<file path="src/rtl/cvxif_pkg.sv">
// Shared CV-X-IF types for the result tracker.
//   X_ID_WIDTH     : width of an offload instruction id
//   x_result_t     : coprocessor result payload (id, data, rd, we)
//   entry_state_e  : per-id tracking state
package cvxif_pkg;

    localparam int unsigned X_ID_WIDTH = 4;
    localparam int unsigned X_RFW      = 32;

    typedef struct packed {
        logic [X_ID_WIDTH-1:0] id;
        logic [X_RFW-1:0]      data;
        logic [4:0]            rd;
        logic                  we;
    } x_result_t;

    typedef enum logic [2:0] {
        EntIdle,
        EntIssued,
        EntIssuedNowb,
        EntCommitted,
        EntKilled
    } entry_state_e;

endpackage

</file>
<file path="src/rtl/cvxif_result_tracker.sv">
// Tracks every offloaded id from issue through commit to result, forwards
// results of committed instructions to the core through a one-slot register
// and drops results of killed ones.
// Ports:
//   clk_i, rst_ni                       clock, synchronous active-low reset
//   issue_*_i                           issue handshake and response
//   commit_valid_i/commit_id_i/kill_i   commit channel
//   x_result_valid_i/x_result_i/_o      result channel from coprocessor
//   flush_i                             pipeline flush, drops all tracking
//   wb_valid_o/wb_ready_i/wb_o          writeback channel to the core
//   outstanding_o/full_o                number of non-idle entries, all busy
//   err_o                               sticky protocol error
module cvxif_result_tracker
    import cvxif_pkg::*;
#(
    parameter int unsigned NR_IDS = 2 ** X_ID_WIDTH
) (
    input  logic                  clk_i,
    input  logic                  rst_ni,
    input  logic                  issue_valid_i,
    input  logic                  issue_ready_i,
    input  logic [X_ID_WIDTH-1:0] issue_id_i,
    input  logic                  issue_accept_i,
    input  logic                  issue_writeback_i,
    input  logic                  commit_valid_i,
    input  logic [X_ID_WIDTH-1:0] commit_id_i,
    input  logic                  commit_kill_i,
    input  logic                  x_result_valid_i,
    input  x_result_t             x_result_i,
    output logic                  x_result_ready_o,
    input  logic                  flush_i,
    output logic                  wb_valid_o,
    input  logic                  wb_ready_i,
    output x_result_t             wb_o,
    output logic [X_ID_WIDTH:0]   outstanding_o,
    output logic                  full_o,
    output logic                  err_o
);

    localparam int unsigned CntW = X_ID_WIDTH + 1;

    entry_state_e state_q [NR_IDS];
    entry_state_e state_d [NR_IDS];
    logic         wb_valid_q, wb_valid_d;
    x_result_t    wb_q, wb_d;
    logic         err_q;
    logic         err_set;
    logic         load;
    logic         issue_fire;
    logic         res_fire;
    logic [CntW-1:0] cnt;

    // Flush keeps the result channel draining so nothing stalls behind it.
    assign x_result_ready_o = !wb_valid_q || wb_ready_i || flush_i;
    assign issue_fire       = issue_valid_i && issue_ready_i && issue_accept_i;
    assign res_fire         = x_result_valid_i && x_result_ready_o;

    // Per entry: commit, then result against post-commit state, then issue
    // against post-release state. A release and re-issue in one cycle is legal.
    always_comb begin
        entry_state_e st;
        st      = EntIdle;
        err_set = 1'b0;
        load    = 1'b0;
        for (int unsigned i = 0; i < NR_IDS; i++) begin
            st = state_q[i];
            if (commit_valid_i && commit_id_i == X_ID_WIDTH'(i)) begin
                case (st)
                    EntIssued:     st = commit_kill_i ? EntKilled : EntCommitted;
                    EntIssuedNowb: st = EntIdle;
                    default:       err_set = 1'b1;
                endcase
            end
            if (res_fire && x_result_i.id == X_ID_WIDTH'(i)) begin
                case (st)
                    EntCommitted: begin
                        load = 1'b1;
                        st   = EntIdle;
                    end
                    EntKilled: st = EntIdle;
                    default:   err_set = 1'b1;
                endcase
            end
            if (issue_fire && issue_id_i == X_ID_WIDTH'(i)) begin
                if (st != EntIdle) begin
                    err_set = 1'b1;
                end
                st = issue_writeback_i ? EntIssued : EntIssuedNowb;
            end
            state_d[i] = st;
        end
        // Flush overrides every same-cycle event, including error detection.
        if (flush_i) begin
            for (int unsigned i = 0; i < NR_IDS; i++) begin
                state_d[i] = EntIdle;
            end
            err_set = 1'b0;
            load    = 1'b0;
        end
    end

    always_comb begin
        wb_valid_d = wb_valid_q;
        wb_d       = wb_q;
        if (load) begin
            wb_valid_d = 1'b1;
            wb_d       = x_result_i;
        end else if (wb_ready_i || flush_i) begin
            wb_valid_d = 1'b0;
        end
    end

    always_comb begin
        cnt = '0;
        for (int unsigned i = 0; i < NR_IDS; i++) begin
            if (state_q[i] != EntIdle) begin
                cnt = cnt + CntW'(1);
            end
        end
    end

    always_ff @(posedge clk_i) begin
        if (!rst_ni) begin
            for (int unsigned i = 0; i < NR_IDS; i++) begin
                state_q[i] <= EntIdle;
            end
            wb_valid_q <= 1'b0;
            wb_q       <= '0;
            err_q      <= 1'b0;
        end else begin
            for (int unsigned i = 0; i < NR_IDS; i++) begin
                state_q[i] <= state_d[i];
            end
            wb_valid_q <= wb_valid_d;
            wb_q       <= wb_d;
            err_q      <= err_q || err_set;
        end
    end

    assign wb_valid_o    = wb_valid_q;
    assign wb_o          = wb_q;
    assign outstanding_o = cnt;
    assign full_o        = (cnt == CntW'(NR_IDS));
    assign err_o         = err_q;

endmodule

</file>
<file path="config.mk">
export PLATFORM = sky130hd
export DESIGN_NAME = cvxif_result_tracker
export DESIGN_NICKNAME = d
export VERILOG_FILES = /design/src/rtl/cvxif_pkg.sv /design/src/rtl/cvxif_result_tracker.sv
export SDC_FILE = /design/constraint.sdc
export NUM_CORES = 1
export LEC_CHECK = 0
export CORE_MARGIN = 2
export CORE_UTILIZATION = 46
export DETAILED_ROUTE_END_ITERATION = 6
export DONT_BUFFER_PORTS = 1
export PLACE_DENSITY = 0.71
export SKIP_LAST_GASP = 1
export SLEW_MARGIN = 20
export SYNTH_ARGS = -nofsm -noshare
export SYNTH_HDL_FRONTEND = slang
export SYNTH_SLANG_ARGS = --single-unit
</file>
<file path="constraint.sdc">
create_clock -name clk_i -period 26.8 [get_ports clk_i]
set_clock_uncertainty 0.15 [all_clocks]
set_input_delay 5.36 -clock clk_i [delete_from_list [all_inputs] [get_ports clk_i]]
set_output_delay 5.36 -clock clk_i [all_outputs]
set_load 0.05 [all_outputs]
</file>
==> results.yml, run 1 <==
power:
  cellPowerDensity_nw_per_um2: 34.9
  ir_drop_uv: 34.2
  leakage_nw: 2.72
  total_power_mw: 0.292
finish:
  diodes: 0
  layout.nets: 1103
  areaGrowthSynthToFinish_pct: 4.26
  design_area_um2: 8350
  drive_gt1_share_pct: 6.01
  multi_input_area_um2: 5790
  fillers: 1723
  post-route-util_pct: 48.6
  seq_area_um2: 1840
  stdcell_count: 1257
job:
  max-cap-violations: 0
cts:
  tritoncts: "done"
  cts.sinks: 92
  cts_setup_buffers: 0
  cts_resized: 0
  clk_latency_ns: 0.36
  clk_pin_slew_worst_paths_ns: 0.07
  cts_inserted_buffers: 9
  clock_path_buffers: 2
  cts_root_buf: "clkbuf_16"
  hold_buffers: 0
  cts_max_level: 3
yosys:
  ys_ff_latch: 92
  synth_ff_type: "dfxtp_1"
  synth-edff-count: 0
  ys_warn_count: 0
  synth_cell_type_count: 83
  synth_fp_nets: 1167
  syn_inst: 1091
  synth_area_um2: 8010
  synth-seq-area-share_pct: 23.0
  syn-mean-instance-area_um2: 7.34
  postSynth.asyncResetShare_pct: 0
drt:
  wirelength_um: 23700
  dr.pass1.iters: 6
  routedWlPerCell_um: 18.8
  drtIter0Drc: 769
  via_count: 7980
  drtAntennaViolNets: 0
  vias_per_cell: 6.35
  drc_errors: 0
grt:
  grt_use_total_pct: 25.2
  grt_pass1_vias: 7036
  use_met1_pct: 34.0
  grt_pass1_wl_um: 37200
  grt_overflow: 0
  grt_most_used_layer: "met2"
  grt_max_degree: 47
  antenna_found_initial: 0
  grtUsageMet2_pct: 39.3
  grt_use_met3_pct: 4.92
timing:
  tightest_slew_ns: 1.09
  finalMaxSlewViolations: 0
  rsz0062_at_grt: "no"
  finalWorstSetupSlack_ns: 10.11
  hold_violations: 0
  fmax_ghz: 0.0599
  fin_tns_setup_ns: 0
  relSlewSlack_pct: 27.2
  period_needed_ns: 16.69
  holdWs_ns: 0.470
  fin_crit_sh_pct: 62.3
  finalSetupViolCount: 0
floorplanning:
  die_height_um: 136
  start_util_pct: 46.6
  dieWidth_um: 136
  die_area_um2: 18500
  rows: 48
  io_pins: 112
  core-area_um2: 17200
worst_setup_path:
  slowest_stage: "xor2_1"
  cp_data_arrival_time_ns: 11.18
  cp.required_ns: 21.29
  critPathMostFrequentCell: "ha_1"
  worst-path-max-fanout: 10
  crit_type: "reg2out"
  slowest_delay_ns: 0.88
  crit_path_end_kind: "output pin"
  cp-start-kind: "flip-flop"
  rrSetupSlack_ns: 22.48
placed_design:
  gp_congestion: 0.972
  place_ws_ns: 10.50
  placed_cell_area_um2: 8040
  port_buffers: 0
  dpl.cell_count: 1241
  dp_hpwl_um: 17400
hold_path:
  hp-class: "reg2reg"
run_status:
  status: "finished clean"
-- cell type report --
cell class              instances  share of cell area, %
clock buffers                   9                   2.70
clock inverters                 7                   1.09
inverters                      19                  0.854
multi-input cells             898                   69.3
flip-flops and latches         92                   22.0
well taps                     225                   3.37
repair buffers                  7                  0.629
-- worst max-delay path: cells and delay by family, from the launching register on --
| family | cells | cell delay, ns |
|---|---|---|
| simple gates | 17 | 2.55 |
| xor+xnor | 1 | 0.88 |
| flops | 1 | 0.40 |
| compound gates | 10 | 1.87 |
| buf+inv | 4 | 0.38 |
| mux | 2 | 0.59 |
| fa+ha+maj | 14 | 4.14 |
-- sequential cells by signal, summed over array words and instances, names as in the netlist --
signal	cells
err_o	1
state_q	48
wb_o	42
wb_valid_o	1
-- layout by cell type, fill, tap and decap left out, types with 10 or more instances in the layout --
master | synthesis | routed
nor3_1 | 50 | 50
dfxtp_1 | 92 | 92
nand4_1 | 10 | 10
and3_1 | 14 | 14
o211ai_1 | 18 | 18
nor4_1 | 16 | 16
o311ai_0 | 16 | 16
nand3_1 | 19 | 19
ha_1 | 15 | 15
or3_1 | 16 | 16
a31oi_1 | 28 | 28
xnor2_1 | 38 | 38
nand2b_1 | 11 | 11
nor2_1 | 132 | 132
nand2_1 | 102 | 102
nor2b_1 | 56 | 56
o21bai_1 | 12 | 12
inv_1 | 18 | 18
mux2i_1 | 46 | 46
a21oi_1 | 63 | 63
nor3b_1 | 11 | 11
a211oi_1 | 16 | 16
o21ai_0 | 80 | 80
-- routing by layer --
layer / up-vias / share of wire [%] / wire, µm
met5: - / 0 / 0
met2: 397 / 45 / 10700
li1: 3846 / - / -
met3: 66 / 8.7 / 2070
met1: 3671 / 43 / 10100
met4: 0 / 3.4 / 815
-- cells in the mapped netlist (5+ instances only) --
cell type / number / share of area, %
nor3_1: 50 / 3.1
o21bai_1: 12 / 1.1
o211ai_1: 18 / 1.7
o311ai_0: 16 / 1.7
xnor2_2: 6 / 1.2
o21a_1: 7 / 0.66
nor2b_1: 56 / 4.4
inv_1: 18 / 0.84
or3_1: 16 / 1.2
a21oi_1: 63 / 3.9
a31oi_1: 28 / 2.2
mux2i_1: 46 / 5.7
clkbuf_1: 72 / 3.4
a211o_1: 6 / 0.66
nand4_1: 10 / 0.78
ha_1: 15 / 2.3
nand2_1: 102 / 4.8
nor4_1: 16 / 1.2
xnor2_1: 38 / 4.2
o31a_1: 5 / 0.55
and3_1: 14 / 1.1
dfxtp_1: 92 / 23
o21ai_0: 80 / 5.0
nor2_1: 132 / 6.2
o31ai_1: 9 / 0.84
nand2b_1: 11 / 0.86
a211oi_1: 16 / 1.5
nand3_1: 19 / 1.2
nor3b_1: 11 / 1.0
and2_1: 7 / 0.55
xor2_1: 5 / 0.55
-- logic make-up (layout without fill, tap and decap cells) --
group / count (synthesis) / in the layout / share of synthesized area (%)
flops: 92 / 92 / 23.0
simple gates: 468 / 468 / 29.1
fa+ha+maj: 16 / 16 / 2.47
compound gates: 304 / 304 / 25.2
buf+inv: 101 / 42 / 4.98
xor+xnor: 59 / 59 / 8.84
mux: 51 / 51 / 6.50
-- path summary, 6_finish.rpt --
path | start | end | cells after the start
hold / removal | state_q[0][18]$_SDFF_PP0_ | state_q[0][18]$_SDFF_PP0_ | 2
setup reg to reg | wb_valid_o$_SDFFE_PN0P_ | wb_o[18]$_SDFFE_PN0P_ | 12
setup / recovery | state_q[0][1]$_SDFF_PP0_ | full_o | 48
hold reg to reg | state_q[0][18]$_SDFF_PP0_ | state_q[0][18]$_SDFF_PP0_ | 2
-- power breakdown --
group	switching, mW	internal, mW	leakage [nW]
Clock	0.0659	0.0670	0.152
Combinational	0.0136	0.00731	1.82
Sequential	0.00107	0.137	0.741
Total	0.0806	0.211	2.72
Power figures use the tool's default switching activity.
==> inputs of run 2 (changes only) <==
==> constraint.sdc (replaced) <==
create_clock -name clk_i -period 17.44 [get_ports clk_i]
set_clock_uncertainty 0.15 [all_clocks]
set_input_delay 3.488 -clock clk_i [delete_from_list [all_inputs] [get_ports clk_i]]
set_output_delay 3.488 -clock clk_i [all_outputs]
set_load 0.05 [all_outputs]
==> results.yml, run 2 (same netlist as run 1, synthesis figures left out) <==
power:
  cellPowerDensity_nw_per_um2: 53.6
  ir_drop_uv: 71.4
  leakage_nw: 2.72
worst_setup_path:
  path_buf_inv: 4
  crit_type: "reg2out"
  slowest_stage: "xor2_1"
  cp.required_ns: 13.80
  cpLargestDelayFamily: "adder cells"
  timing.rr.end: "wb_o[13]$_SDFFE_PN0P_"
  worst-path-max-fanout: 10
  slowest_delay_ns: 0.87
  critPathCapture: "full_o"
  cp-startpoint: "state_q[0][1]$_SDFF_PP0_"
  cp.depth: 48
  rrSetupSlack_ns: 13.07
  critPathMostFrequentCell: "ha_1"
  r2r-start: "wb_valid_o$_SDFFE_PN0P_"
  crit_path_end_kind: "output pin"
  cp_data_arrival_time_ns: 11.21
  r2r_cells: 12
  cp-start-kind: "flip-flop"
timing:
  fin_tns_setup_ns: 0
  finalWorstSetupSlack_ns: 2.59
  rsz0062_at_grt: "no"
  tightest_slew_ns: 1.07
  fin_crit_sh_pct: 85.2
  hold_violations: 0
  finalSetupViolCount: 0
  relSlewSlack_pct: 28.6
  period_needed_ns: 14.85
  fmax_ghz: 0.0673
  finalMaxSlewViolations: 0
grt:
  grt_use_met3_pct: 4.66
  antenna_found_initial: 0
  grt_pass1_wl_um: 37900
  grt_most_used_layer: "met2"
  grtUsageMet2_pct: 40.4
  grt_pass1_vias: 7197
  use_met1_pct: 34.7
  grt_use_total_pct: 25.6
  grt_overflow: 0
  grt_max_degree: 47
finish:
  top_register: "state_q"
  layout.nets: 1103
  drive_gt1_share_pct: 6.01
  fillers: 1736
  diodes: 0
  areaGrowthSynthToFinish_pct: 4.26
  largest_register_ffs: 48
  most-common-layout-cells: "132 x nor2_1, 102 x nand2_1, 92 x dfxtp_1, 80 x o21ai_0, 63 x a21oi_1"
  layout_commonest_cell: "nor2_1"
hold_path:
  hp-class: "reg2reg"
cts:
  cts_max_level: 3
  tritoncts: "done"
  cts_inserted_buffers: 9
  cts_resized: 0
  cts_setup_buffers: 0
  clk_latency_ns: 0.35
  clock_path_buffers: 2
  clk_pin_slew_worst_paths_ns: 0.07
  hold_buffers: 0
  cts.sinks: 92
  cts_root_buf: "clkbuf_16"
job:
  max-cap-violations: 0
drt:
  routedWlPerCell_um: 18.9
  via_count: 7948
  dr.pass1.iters: 5
  drtIter0Drc: 883
  drc_errors: 0
  wirelength_um: 23700
  drtAntennaViolNets: 0
  vias_per_cell: 6.32
floorplanning:
  rows: 48
  dieWidth_um: 136
  start_util_pct: 46.6
  die_height_um: 136
  io_pins: 112
  core-area_um2: 17200
  die_area_um2: 18500
placed_design:
  dp_hpwl_um: 17600
  gp_congestion: 0.972
  port_buffers: 0
  place_ws_ns: 3.01
run_status:
  status: "finished clean"
[run 2: cell counts in the layout (fill, tap and decap cells not counted)]
Identical to the previous run, type by type.
[run 2: final cells by class]
| class | instances | area, µm² | share of cell area [%] |
|---|---|---|---|
| clock buffers | 9 | 225 | 2.70 |
| clock inverters | 7 | 91.3 | 1.09 |
| inverters | 19 | 71.3 | 0.854 |
| repair buffers | 7 | 52.6 | 0.629 |
| well taps | 225 | 282 | 3.37 |
| flip-flops and latches | 92 | 1840 | 22.0 |
| multi-input cells | 898 | 5790 | 69.3 |
[run 2: worst min-delay path by stage]
stage / from / to / slack, ns / cells past startpoint
5_1_grt: state_q[0][18]$_SDFF_PP0_ / state_q[0][18]$_SDFF_PP0_ / 0.53 / 2
2_1_floorplan: state_q[0][18]$_SDFF_PP0_ / state_q[0][18]$_SDFF_PP0_ / 0.50 / 3
4_1_cts: state_q[0][18]$_SDFF_PP0_ / state_q[0][18]$_SDFF_PP0_ / 0.48 / 2
3_3_place_gp: state_q[0][18]$_SDFF_PP0_ / state_q[0][18]$_SDFF_PP0_ / 0.45 / 2
6_report: state_q[0][18]$_SDFF_PP0_ / state_q[0][18]$_SDFF_PP0_ / 0.47 / 2
3_5_place_dp: state_q[1][21]$_SDFF_PP0_ / state_q[1][22]$_SDFF_PP0_ / 0.47 / 2
[run 2: where the power goes]
part,internal [mW],leakage (nW),switching [mW]
registers,0.210,0.741,0.00164
clock network,0.103,0.152,0.101
logic,0.0112,1.82,0.0209
[run 2: per-layer routing]
| layer | vias up | part of all wire [%] |
|---|---|---|
| met3 | 53 | 9.5 |
| met1 | 3640 | 42 |
| met2 | 413 | 45 |
| li1 | 3842 | - |
| met4 | 0 | 3.3 |
| met5 | - | 0 |
[run 2: stage by stage]
| stage | power, mW | hold WS, ns | cells | utilization, % | cell area [µm²] |
|---|---|---|---|---|---|
| finish | 0.448 | 0.472 | 1257 | 48.6 | 8350 |
| global route | 0.462 | 0.527 | 1257 | 48.6 | 8350 |
| detailed placement | 0.248 | 0.467 | 1241 | 46.8 | 8040 |
| CTS | 0.450 | 0.477 | 1257 | 48.6 | 8350 |
| floorplan | 0.244 | 0.502 | 1091 | - | 8010 |
| global placement | 0.248 | 0.446 | 1241 | 46.8 | 8040 |
[run 2: worst register-to-register path, delay by kind of cell (launching register included)]
family          cells  cell delay, ns
compound gates      2            0.38
buf+inv             2            1.00
flops               1            0.49
mux                 1            0.31
simple gates        7            1.93
==> inputs of run 3 (changes only) <==
--- a/config.mk
+++ b/config.mk
@@ -9,6 +9,7 @@
 export CORE_UTILIZATION = 46
 export DETAILED_ROUTE_END_ITERATION = 6
 export DONT_BUFFER_PORTS = 1
+export MAX_ROUTING_LAYER = met4
 export PLACE_DENSITY = 0.71
 export SKIP_LAST_GASP = 1
 export SLEW_MARGIN = 20
==> constraint.sdc (replaced) <==
create_clock -name clk_i -period 18.4 [get_ports clk_i]
set_clock_uncertainty 0.15 [all_clocks]
set_input_delay 3.68 -clock clk_i [delete_from_list [all_inputs] [get_ports clk_i]]
set_output_delay 3.68 -clock clk_i [all_outputs]
set_load 0.05 [all_outputs]
==> results.yml, run 3 (same netlist as run 1, synthesis figures left out) <==
cts:
  cts_root_buf: "clkbuf_16"
  cts_resized: 0
  cts_max_level: 3
  cts.sinks: 92
  cts_setup_buffers: 0
  cts_inserted_buffers: 9
  hold_buffers: 0
  tritoncts: "done"
  clock_path_buffers: 2
  clk_pin_slew_worst_paths_ns: 0.08
  clk_latency_ns: 0.36
worst_setup_path:
  worst-path-max-fanout: 11
  cp-start-kind: "flip-flop"
  slowest_delay_ns: 0.87
  cp_data_arrival_time_ns: 11.15
  cp.required_ns: 14.57
  critPathMostFrequentCell: "ha_1"
  slowest_stage: "xor2_1"
  crit_path_end_kind: "output pin"
  rrSetupSlack_ns: 14.02
  crit_type: "reg2out"
timing:
  finalSetupViolCount: 0
  fin_tns_setup_ns: 0
  period_needed_ns: 14.98
  tightest_slew_ns: 1.08
  fmax_ghz: 0.0668
  rsz0062_at_grt: "no"
  holdWs_ns: 0.482
  hold_violations: 0
  finalMaxSlewViolations: 0
  relSlewSlack_pct: 28.1
  fin_crit_sh_pct: 81.4
hold_path:
  hp-class: "reg2reg"
floorplanning:
  die_area_um2: 18500
  core-area_um2: 17200
  dieWidth_um: 136
  start_util_pct: 46.6
  io_pins: 112
  die_height_um: 136
  rows: 48
finish:
  layout_commonest_cell: "nor2_1"
  largest_register_ffs: 48
  top_register: "state_q"
  layout.nets: 1103
  most-common-layout-cells: "132 x nor2_1, 102 x nand2_1, 92 x dfxtp_1, 80 x o21ai_0, 63 x a21oi_1"
  diodes: 0
  drive_gt1_share_pct: 6.01
  areaGrowthSynthToFinish_pct: 4.29
drt:
  drc_errors: 0
  drtAntennaViolNets: 0
  via_count: 7925
  routedWlPerCell_um: 18.7
  wirelength_um: 23500
  vias_per_cell: 6.30
  dr.pass1.iters: 6
  drtIter0Drc: 865
placed_design:
  gp_congestion: 0.960
  dp_hpwl_um: 17400
  port_buffers: 0
grt:
  grt_pass1_vias: 6980
  grt_max_degree: 47
  grt_overflow: 0
  antenna_found_initial: 0
  grt_use_total_pct: 25.7
  grt_pass1_wl_um: 36600
run_status:
  status: "finished clean"
power:
  leakage_nw: 2.72
  cellPowerDensity_nw_per_um2: 50.9
  ir_drop_uv: 61.3
job:
  max-cap-violations: 0
==> run 3: metrics by stage <==
stage | total power, mW | area [µm²] | cells | setup slack [ns] | util, %
2_1_floorplan | 0.231 | 8010 | 1091 | 4.38 | -
3_3_place_gp | 0.235 | 8040 | 1241 | 4.12 | 46.8
3_5_place_dp | 0.235 | 8040 | 1241 | 3.80 | 46.8
4_1_cts | 0.428 | 8360 | 1257 | 3.40 | 48.6
5_1_grt | 0.442 | 8360 | 1257 | 2.64 | 48.6
6_report | 0.426 | 8360 | 1257 | 3.42 | 48.6
==> run 3: cell type report <==
cell class                 count  area [µm²]
multi-input combinational    898        5790
tap                          225         282
inverter                      19        71.3
timing repair buffer           7        52.6
clock buffer                   9         225
fill                        1770        8820
sequential                    92        1840
clock inverter                 7        93.8
==> run 3: final timing paths <==
| kind | startpoint | end | depth (start not counted) |
|---|---|---|---|
| max | state_q[0][5]$_SDFF_PP0_ | full_o | 48 |
| min | state_q[1][21]$_SDFF_PP0_ | state_q[1][22]$_SDFF_PP0_ | 2 |
| max reg2reg | wb_valid_o$_SDFFE_PN0P_ | wb_o[7]$_SDFFE_PN0P_ | 12 |
| min reg2reg | state_q[1][21]$_SDFF_PP0_ | state_q[1][22]$_SDFF_PP0_ | 2 |
==> run 3: power breakdown <==
group          total (mW)  internal [mW]  switching (mW)  leakage [nW]
clock network       0.194         0.0980          0.0963         0.153
logic              0.0305         0.0106          0.0198          1.82
registers           0.201          0.199         0.00157         0.741
total               0.426          0.308           0.118          2.72
==> run 3: metal layers <==
| metal | global-route usage [%] | up-vias | part of all wire (%) |
|---|---|---|---|
| li1 | - | 3842 | - |
| met1 | 33.9 | 3616 | 42 |
| met2 | 38.5 | 391 | 45 |
| met3 | 5.33 | 76 | 9.1 |
| met4 | 10.2 | 0 | 4.0 |
| met5 | - | - | 0 |
==> run 3: worst max-delay path: cells and delay by family, from the launching register on <==
| family | cells | cell delay [ns] |
|---|---|---|
| xor gates and xnor gates | 1 | 0.87 |
| muxes | 2 | 0.59 |
| DFF | 1 | 0.40 |
| AOI/OAI and AO/OA | 10 | 1.83 |
| buffers and inverters | 4 | 0.38 |
| and+or+nand+nor | 17 | 2.59 |
| adders and majority gates | 14 | 4.11 |
